File: src/rtl/iq_interleaver.sv
// iq_interleaver: buffers parallel I/Q pairs in a FIFO and emits them as real/imag beats on one stream.
// Optional drop counter output drop_cnt_o enabled by IQ_INTERLEAVER_DROP_CNT_EN.
module iq_interleaver #(
    parameter int DW    = 16,
    parameter int DEPTH = 8
) (
    input  logic                       clk,
    input  logic                       rst,
    input  logic [DW-1:0]              i_i,
    input  logic [DW-1:0]              q_i,
    input  logic                       valid_i,
    input  logic                       clr_ovf_i,
    output logic [DW-1:0]              data_o,
    output logic                       valid_o,
    output logic                       last_o,
    input  logic                       ready_i,
    output logic [$clog2(DEPTH):0]     level_o,
`ifdef IQ_INTERLEAVER_DROP_CNT_EN
    output logic [15:0]                drop_cnt_o,
`endif
    output logic                       overflow_o
);
    localparam int AW = $clog2(DEPTH);
    localparam int LW = AW + 1;

    typedef enum logic {REAL, IMAG} state_e;

    logic [2*DW-1:0] mem_q [DEPTH];
    logic [2*DW-1:0] mem_d [DEPTH];
    logic [AW-1:0]   wr_q, wr_d, rd_q, rd_d;
    logic [LW-1:0]   level_q, level_d;
    state_e          state_q, state_d;
    logic            ovf_q, ovf_d;
    logic            hs, pop, wr, drop;

    assign valid_o    = (state_q == IMAG) || (level_q != '0);
    assign last_o     = (state_q == IMAG);
    assign data_o     = (state_q == IMAG) ? mem_q[rd_q][DW-1:0] : mem_q[rd_q][2*DW-1:DW];
    assign level_o    = level_q;
    assign overflow_o = ovf_q;

    // A full FIFO still accepts when the head pair leaves in the same cycle.
    always_comb begin
        hs      = valid_o && ready_i;
        pop     = hs && (state_q == IMAG);
        wr      = valid_i && ((level_q != LW'(DEPTH)) || pop);
        drop    = valid_i && !wr;
        mem_d   = mem_q;
        if (wr) mem_d[wr_q] = {i_i, q_i};
        wr_d    = wr_q + AW'(wr);
        rd_d    = rd_q + AW'(pop);
        level_d = level_q + LW'(wr) - LW'(pop);
        state_d = hs ? ((state_q == REAL) ? IMAG : REAL) : state_q;
        ovf_d   = drop || (ovf_q && !clr_ovf_i);
    end

    always_ff @(posedge clk or negedge rst) begin
        if (!rst) begin
            mem_q   <= '{default: '0};
            wr_q    <= '0;
            rd_q    <= '0;
            level_q <= '0;
            state_q <= REAL;
            ovf_q   <= 1'b0;
        end else begin
            mem_q   <= mem_d;
            wr_q    <= wr_d;
            rd_q    <= rd_d;
            level_q <= level_d;
            state_q <= state_d;
            ovf_q   <= ovf_d;
        end
    end

`ifdef IQ_INTERLEAVER_DROP_CNT_EN
    logic [15:0] cnt_q, cnt_d;

    assign drop_cnt_o = cnt_q;

    always_comb begin
        cnt_d = drop ? (clr_ovf_i ? 16'd1 : cnt_q + 16'(cnt_q != 16'hFFFF))
                     : (clr_ovf_i ? 16'd0 : cnt_q);
    end

    always_ff @(posedge clk or negedge rst) begin
        if (!rst) cnt_q <= '0;
        else      cnt_q <= cnt_d;
    end
`endif
endmodule

File: config.mk
export PLATFORM = sky130hd
export DESIGN_NAME = iq_interleaver
export DESIGN_NICKNAME = d
export VERILOG_FILES = /design/src/rtl/iq_interleaver.sv
export SDC_FILE = /design/constraint.sdc
export NUM_CORES = 1
export LEC_CHECK = 0
export CORE_UTILIZATION = 30
export CTS_CLUSTER_SIZE = 16
export DETAILED_ROUTE_END_ITERATION = 10
export GPL_ROUTABILITY_DRIVEN = 0
export HOLD_SLACK_MARGIN = 0.08
export SLEW_MARGIN = 20
export SYNTH_ARGS = -nofsm -noshare
export SYNTH_HDL_FRONTEND = slang
export SYNTH_SLANG_ARGS = --single-unit
File: constraint.sdc
create_clock -name clk -period 2.2 [get_ports clk]
set_input_delay 0.33 -clock clk [delete_from_list [all_inputs] [get_ports clk]]
set_output_delay 0.33 -clock clk [all_outputs]
set_load 0.05 [all_outputs]
# Word level (Yosys, flattened, before mapping)
# Index checks and enable logic that the tools add are counted.
# word_totals
ff_bits	268
in_bits	37
out_inout_bits	23
elab_cells	43
# classes
n_addsub	4
order_cmp	3
n_eq_ne	1
mux	8
bitwise	2
n_reduce_logical	12
# op_table
cell	n
bitwise mux 256 bit	1
binary-select mux 32 bit (select 3 bit)	1
demux 32 bit (select 3 bit)	1
two-way mux 32 bit	3
two-way mux 16 bit	1
greater-or-equal comparator 4 bit, second input constant	2
inverter 3 -> 4 bit	2
adder 3 x 1 -> 3 bit	2
logical AND 1 bit	6
adder 4 x 1 -> 4 bit	1
< comparator 4 x 1 -> 1 bit, second input constant	1
inequality test 4 bit, second input constant	1
nonzero test 4 bit	1
subtractor 4 x 1 -> 4 bit	1
logical OR 1 bit	3
zero test 1 bit	2
two-way mux 1 bit	1

# Logic depth before layout (Yosys ltp)
# Gate-level depths: netlist of run 1.
# logic_depth
word_depth	9
ltp_mapped	10
ltp_nobuf	10

# Worst setup path after synthesis of run 1
# OpenSTA, ideal clock, no wires.
# synth_timing
path_kind	register -> output
start	register rd_q[2]
end	output port data_o[3]
arrival_ns	2.384
required_time_ns	1.870
path_slack_ns	-0.514
stages_incl_launch_ff	7
path_buffers	2
path_cell_list	dfrtp_1 clkbuf_1 clkbuf_1 mux2i_1 nand2_1 o211ai_1 o21ai_0
# synth_via
elab_chain_len	5
# synth_rtl
element	line	rtl
start: declaration	30	logic [AW-1:0] wr_q, wr_d, rd_q, rd_d;
start signal: assignment	68	rd_q <= rd_d;
inverter 3 -> 4 bit (not written as such)	38	assign data_o = (state_q == IMAG) ? mem_q[rd_q][DW-1:0] : mem_q[rd_q][2*DW-1:DW];
binary-select mux 32 bit (select 3 bit)	38	
two-way mux 32 bit (not written as such) (2 in a row)	38	
two-way mux 16 bit	38	
end: declaration	13	output logic [DW-1:0] data_o,
# Every way passes these cells. The select of a mux whose other input is x is not followed.

# Final worst setup path of run 1
# layout_timing
start	register rd_q[1]
end	output port data_o[7]
# Same word-level chain as after synthesis.

==> reports/summary.md, run 1 <==
Run status
* **outcome** finished with violations
* **violations in the final reports** negative setup slack

GRT
* **maximum number of pins on one net before global-route repair** 61
* **global routing usage summed across all routing layers** 0.146
* **via count of the first global-routing pass** 7,944
* **wire length of the first global-routing pass** 47,500 um
* **overall overflow remaining after global route** 0
* **antenna violations before repair** 0

Logic synthesis
* **synthesized instance count** 815
* **share of the yosys chip area belonging to registers** 0.540
* **number of flops mapped to enable cells by yosys** 0
* **library cell with the highest instance count after synthesis** sky130_fd_sc_hd__dfrtp_1
* **async set or reset register ratio after synthesis** 1.00
* **Mapped Nets** 863
* **YS warnings** 0
* **Cell variety after synth** 36
* **combined area of all synthesized cells** 12,400 um2
* **Yosys top cell area share** 0.540
* **most area-hungry cell type in the Yosys netlist** sky130_fd_sc_hd__dfrtp_1
* **Synth Flop Type** sky130_fd_sc_hd__dfrtp_1
* **leading post-synthesis cells by instance count** 268 x sky130_fd_sc_hd__dfrtp_1, 194 x sky130_fd_sc_hd__mux2_2, 60 x sky130_fd_sc_hd__mux2_4, 56 x sky130_fd_sc_hd__mux2i_1, 37 x sky130_fd_sc_hd__nand2_1
* **synthesized area divided by synthesized cell count** 15.3 um2
* **cell types with the largest area share after synthesis** sky130_fd_sc_hd__dfrtp_1 54%, sky130_fd_sc_hd__mux2_2 18%, sky130_fd_sc_hd__mux2_4 7.2%, sky130_fd_sc_hd__mux4_2 6.5%, sky130_fd_sc_hd__mux2i_1 4.5%
* **number of flip-flops and latches in the synthesized netlist** 268

Timing
* **final hold violation count** 0
* **Least-Margin Pin Slew** 576 ps
* **final number of max-transition violations** 0
* **unrepaired setup endpoints after global routing** true
* **relative slew slack** 0.615
* **maximum clock frequency** 363 MHz
* **fraction of the cycle the final worst path needs** 1.25
* **time the final worst path needs with I/O delays and setup** 2750 ps
* **min setup slack post-route** -553 ps
* **Clock Skews** 9.36 ps
* **final setup vio count** 16

Layout
* **multi-input logic area** 5680 um2
* **non-filler instance count after layout** 1,495
* **Sequential cell area** 6710 um2
* **number of nets in the finished design** 990
* **layout-stage area growth over the synthesis result** 27.1%
* **share of layout cells above drive strength 1** 0.522
* **fillers** 3,766
* **Antenna diodes** 0

Die
* **effective utilization at floorplan** 0.304
* **floorplan die area** 42,200 um2
* **Top-Level Pins** 60
* **die extent in x** 206 um
* **overall die height** 206 um
* **core footprint** 40,800 um2
* **standard-cell row count** 74

Route
* **TritonRoute pass-1 iters** 4
* **post-detailed-route count of antenna-violating nets** 0
* **Wirelength per Cell** 20.4 um
* **Detailed Route Iter0 Violations** 344
* **total number of vias** 7,301
* **average via count per standard cell** 4.88
* **DRC errors left** 0
* **wire length reported by the detailed router** 30,400 um

Pwr
* **leakage power** 6.74 nW
* **total power of the final layout** 0.0277 W
* **pwr dens** 1750 nW/um2
* **Max VDD drop** 1640 uV

Run
* **max-capacitance violation count** 0

Setup path
* **Arrival @ worst endpoint** 2420 ps
* **kind of end point of the critical path** primary output
* **crit start category** flip-flop
* **kind of critical path** reg -> out
* **maximum fanout along the worst path** 8
* **required time reported for the critical path endpoint** 1870 ps

Placement
* **IO buf count** 59
* **HPWL after DPL** 19,500 um
* **Placed Cells** 1,425

Clock network
* **TritonCTS clock tree** built
* **insertion delay to the later sink of the worst-skew pair** 550 ps
* **Root Driver** sky130_fd_sc_hd__clkbuf_16
* **Clock Sink Count** 268
* **total number of H-tree levels** 1
* **maximum buffer depth of the clock tree** 3
* **CTS clk-pin slew, worst paths** 60 ps
* **total clock buffers created by CTS** 31

Hold path
* **worst min-delay path class** in -> async

per-stage QoR:
stage          instance area, um2  worst slack (ps)   util  setup TNS, ps  hold slack (ps)
3_3_place_gp                14300              -250  0.351         -40570              320
3_5_place_dp                14300              -272  0.351         -45350              320
5_1_grt                     15800              -617  0.387          -9460              359
4_1_cts                     15700              -591  0.383          -8710              336
2_1_floorplan               12500              -202      -          -9980             34.4
6_report                    15800              -553  0.387          -7770              344
routing by layer:
| layer | GRT usage | share of wire | vias to the layer above |
|---|---|---|---|
| li1 | - | - | 3259 |
| met2 | 0.237 | 0.48 | 93 |
| met5 | 0 | 0 | - |
| met4 | 0.0370 | 0.019 | 0 |
| met3 | 0.0204 | 0.024 | 35 |
| met1 | 0.205 | 0.48 | 3914 |
critical path, stage by stage, from the launching register on:
cell and delay, ps:
sky130_fd_sc_hd__dfrtp_4 570, sky130_fd_sc_hd__buf_12 180, sky130_fd_sc_hd__buf_4 120, sky130_fd_sc_hd__mux4_2 510, sky130_fd_sc_hd__a22oi_2 210, sky130_fd_sc_hd__nand2_2 80, sky130_fd_sc_hd__buf_4 190
power by group:
part / internal, W / switching (W)
clock: 0.00295 / 0.00201
combinational: 0.00725 / 0.00651
sequential: 0.00746 / 0.00147
final timing paths:
path / startpoint / to / slack (ps) / depth (start not counted)
max: rd_q[1] / data_o[7] / -550 / 6
min reg2reg: mem_q[253] / mem_q[253] / 490 / 1
max reg2reg: level_o[2] / mem_q[237] / 50 / 10
min: rst / rd_q[1] / 340 / 2
min in group clk: clr_ovf_i / overflow_o / 360 / 2
max in group asynchronous: rst / mem_q[191] / 1160 / 3
kinds of logic after synthesis:
group                    share of synthesized area
XOR/XNOR                                   0.00352
multiplexers                                 0.360
AND/OR/NAND/NOR                             0.0238
buffers and inverters                       0.0277
AO/OA/AOI/OAI                               0.0334
flip-flops                                   0.540
adder cells (fa/ha/maj)                     0.0117
what timing repair did:
| item | 4_1_cts | 5_1_grt |
|---|---|---|
| gates resized for setup | 53 | 30 |
| buffers inserted | 10 | 5 |
| pin swaps | 13 | 19 |
| hold buffers | 1 | 0 |
| hold endpoints to repair | 54 | 0 |
| endpoints found under the setup margin | 16 | 100 |
| gates cloned | 2 | 2 |
cell usage in the layout, fill, tap and decap left out, types with 14 or more instances in the layout:
cell type,instances
sky130_fd_sc_hd__dfrtp_1,264
sky130_fd_sc_hd__mux2_2,194
sky130_fd_sc_hd__mux2_4,60
sky130_fd_sc_hd__mux2i_1,56
sky130_fd_sc_hd__buf_4,55
sky130_fd_sc_hd__clkdlybuf4s50_1,38
sky130_fd_sc_hd__mux4_2,36
sky130_fd_sc_hd__clkbuf_16,33
sky130_fd_sc_hd__buf_12,27
sky130_fd_sc_hd__nand2_1,23
sky130_fd_sc_hd__buf_6,17
sky130_fd_sc_hd__a22oi_2,14
cell type report:
| type | count | area share |
|---|---|---|
| well taps | 532 | 0.0421 |
| flip-flops and latches | 268 | 0.425 |
| clock buffers | 44 | 0.0547 |
| multi-input cells | 480 | 0.359 |
| inverters | 13 | 0.00309 |
| clock inverters | 10 | 0.00713 |
| repair buffers | 148 | 0.108 |
sequential cells by signal (all words and copies together), names as in the netlist:
signal / cells
level_o: 4
wr_q: 3
mem_q: 256
last_o: 1
rd_q: 3
overflow_o: 1
No activity file was read; power rests on OpenSTA's default activity.
==> run 2: changes to the inputs <==
- CTS_CLUSTER_DIAMETER: unset -> 100
- GPL_ROUTABILITY_DRIVEN: 0 -> unset
==> run 2 against run 1 <==
The flow still finishes with violations (negative setup slack). Utilization down 1.2 points. Routed wire length down 2.5%. Global-route usage down 0.25 points. Combinational power about the same. Via count down 1.9%. First-iteration DRC count down 3.5%. Clock power down 30%. Sequential power about the same. Final cell count down 2.3%. Critical path type unchanged. Largest cell class unchanged.
==> reports/summary.md, run 2 (synthesis gave the netlist of run 1 again) <==
Timing
* **maximum clock frequency** 366 MHz, was 363 MHz
* **Least-Margin Pin Slew** 567 ps, was 576 ps
* **fraction of the cycle the final worst path needs** 1.24, was 1.25
* **final setup vio count** 16, unchanged
* **relative slew slack** 0.622, was 0.615
* **time the final worst path needs with I/O delays and setup** 2730 ps, was 2750 ps
* **Hold Slack** 368 ps, was 344 ps
* **Clock Skews** 26.3 ps, was 9.36 ps
* **final number of max-transition violations** 0, unchanged
* **final hold violation count** 0, unchanged
* **min setup slack post-route** -529 ps, was -553 ps
* **unrepaired setup endpoints after global routing** true, unchanged

Layout
* **layout-stage area growth over the synthesis result** 23.0%, was 27.1%
* **Antenna diodes** 0, unchanged
* **number of nets in the finished design** 972, was 990
* **leading cell types in the layout, fill and taps excluded** 264 x sky130_fd_sc_hd__dfrtp_1, 194 x sky130_fd_sc_hd__mux2_2, 60 x sky130_fd_sc_hd__mux2_4, unchanged
* **register containing the most flip-flops in the final layout** mem_q, unchanged
* **non-filler instance count after layout** 1,460, was 1,495
* **Final Util** 0.374, was 0.387
* **fillers** 3,807, was 3,766
* **share of layout cells above drive strength 1** 0.508, was 0.522
* **multi-input logic area** 5670 um2, was 5680 um2
* **most common cell after layout, fill and taps aside** sky130_fd_sc_hd__dfrtp_1, unchanged
* **Sequential cell area** 6710 um2, unchanged
* **number of flip-flops under the largest register name** 256, unchanged

GRT
* **maximum number of pins on one net before global-route repair** 61, unchanged
* **overall overflow remaining after global route** 0, unchanged
* **antenna violations before repair** 0, unchanged
* **wire length of the first global-routing pass** 46,700 um, was 47,500 um
* **via count of the first global-routing pass** 7,730, was 7,944
* **global routing usage summed across all routing layers** 0.144, was 0.146

Setup path
* **WP buf/inv** 3, unchanged
* **crit start category** flip-flop, unchanged
* **cell family with most CP delay** flip-flops, unchanged
* **Arrival @ worst endpoint** 2400 ps, was 2420 ps
* **kind of critical path** reg -> out, unchanged
* **maximum fanout along the worst path** 8, unchanged
* **Worst path max stage delay** 580 ps, was 570 ps
* **kind of end point of the critical path** primary output, unchanged
* **library cell contributing the largest single delay on the critical path** sky130_fd_sc_hd__dfrtp_4, unchanged
* **cell-by-cell trace of the critical path** buf_12 > mux4_2 > a22oi_2 > buf_6 > nand2_4 > buf_8, was buf_12 > buf_4 > mux4_2 > a22oi_2 > nand2_2 > buf_4
* **startpoint of the worst-slack reg-to-reg timing path** level_o[2], unchanged
* **worst reg-to-reg setup slack** 80 ps, was 50 ps
* **required time reported for the critical path endpoint** 1870 ps, about the same
* **path depth of the worst reg2reg path** 10, unchanged
* **terminus of the critical flop-to-flop path** mem_q[241], was mem_q[237]

Die
* **overall die height** 206 um, unchanged
* **core footprint** 40,800 um2, unchanged
* **standard-cell row count** 74, unchanged
* **die extent in x** 206 um, unchanged
* **Top-Level Pins** 60, unchanged
* **floorplan die area** 42,200 um2, unchanged
* **effective utilization at floorplan** 0.304, unchanged

Pwr
* **Max VDD drop** 1410 uV, was 1640 uV
* **leakage power** 6.49 nW, was 6.74 nW
* **pwr dens** 1700 nW/um2, was 1750 nW/um2

Clock network
* **TritonCTS clock tree** built, unchanged
* **total clock buffers created by CTS** 21, was 31
* **maximum buffer depth of the clock tree** 3, unchanged
* **CTS clk-pin slew, worst paths** 80 ps, was 60 ps
* **total number of H-tree levels** 1, unchanged
* **Root Driver** sky130_fd_sc_hd__clkbuf_16, unchanged
* **insertion delay to the later sink of the worst-skew pair** 520 ps, was 550 ps
* **Clock Sink Count** 268, unchanged

Route
* **Wirelength per Cell** 20.3 um, was 20.4 um
* **TritonRoute pass-1 iters** 4, unchanged
* **DRC errors left** 0, unchanged
* **average via count per standard cell** 4.90, was 4.88
* **wire length reported by the detailed router** 29,700 um, was 30,400 um
* **total number of vias** 7,160, was 7,301
* **Detailed Route Iter0 Violations** 332, was 344
* **post-detailed-route count of antenna-violating nets** 0, unchanged

Run status
* **outcome** finished with violations, unchanged
* **violations in the final reports** negative setup slack, unchanged

Placement
* **dpl ws** -272 ps, unchanged
* **Placed Cells** 1,425, unchanged
* **HPWL after DPL** 19,500 um, unchanged
* **global placer's final weighted congestion** 0.732
* **IO buf count** 59, unchanged

Hold path
* **worst min-delay path class** in -> async, unchanged

Run
* **max-capacitance violation count** 0, unchanged

-- run 2: cell count changes in the layout (fill, tap and decap cells not counted), moves of 3 or more --
| cell | previous run | this run |
|---|---|---|
| sky130_fd_sc_hd__a22oi_1 | 8 | 11 |
| sky130_fd_sc_hd__a22oi_2 | 14 | 11 |
| sky130_fd_sc_hd__buf_4 | 55 | 49 |
| sky130_fd_sc_hd__clkbuf_1 | 9 | 2 |
| sky130_fd_sc_hd__clkbuf_16 | 33 | 23 |
| sky130_fd_sc_hd__clkbuf_8 | 4 | 0 |
| sky130_fd_sc_hd__clkinv_2 | 4 | 1 |
| sky130_fd_sc_hd__nand2_2 | 12 | 9 |
-- run 2: worst register-to-register path, stage by stage (launching register included) --
cell and delay, ps:
sky130_fd_sc_hd__dfrtp_1 350, sky130_fd_sc_hd__inv_1 80, sky130_fd_sc_hd__ha_1 210, sky130_fd_sc_hd__inv_2 80, sky130_fd_sc_hd__o21ai_4 60, sky130_fd_sc_hd__buf_6 150
sky130_fd_sc_hd__buf_4 140, sky130_fd_sc_hd__nor4_4 220, sky130_fd_sc_hd__buf_4 180, sky130_fd_sc_hd__clkbuf_16 190, sky130_fd_sc_hd__mux2_2 340
-- run 2: worst max-delay path by stage --
stage / end / depth (start not counted) / slack (ps) / from
2_1_floorplan: level_o[2] / 9 / -200 / last_o
3_3_place_gp: level_o[1] / 9 / -250 / ready_i
3_5_place_dp: mem_q[60] / 8 / -270 / ready_i
4_1_cts: data_o[7] / 6 / -560 / rd_q[1]
5_1_grt: data_o[3] / 6 / -590 / rd_q[1]
6_report: data_o[11] / 6 / -530 / rd_q[1]
-- run 2: report_power, final --
part / leakage (nW) / switching, W / total [W] / internal [W]
registers: 3.21 / 0.00146 / 0.00891 / 0.00745
clock network: 0.280 / 0.00174 / 0.00348 / 0.00174
logic: 2.99 / 0.00644 / 0.0136 / 0.00715
-- run 2: through the flow --
| stage | TNS [ps] | instance area (um2) | total power, W |
|---|---|---|---|
| global route | -8610 | 15300 | 0.0275 |
| detailed placement | -45350 | 14300 | 0.0215 |
| finish | -7370 | 15300 | 0.0260 |
| floorplan | -9980 | 12500 | 0.0172 |
| CTS | -8340 | 15100 | 0.0256 |
| global placement | -40570 | 14300 | 0.0213 |
-- run 2: metal layers --
layer	vias up	GRT usage	wire length [um]
met5	-	0	0
met4	0	0.0328	512
met3	28	0.0187	903
met2	110	0.231	14100
met1	3828	0.204	14200
li1	3194	-	-
-- run 2: what timing repair did --
action,in CTS,in global routing
gates cloned,1,2
endpoints found under the hold margin,54,0
gates resized for setup,31,44
setup endpoints to repair,16,93
pin swaps,4,17
buffers inserted,3,4
hold buffers,1,0
-- run 2: final cells by class --
class,count,share of cell area
Sequential cell,268,0.439
Multi-Input combinational cell,480,0.371
Timing Repair Buffer,140,0.106
Tap cell,532,0.0435
Clock buffer,23,0.0349
Inverter,13,0.00319
Clock inverter,4,0.00221
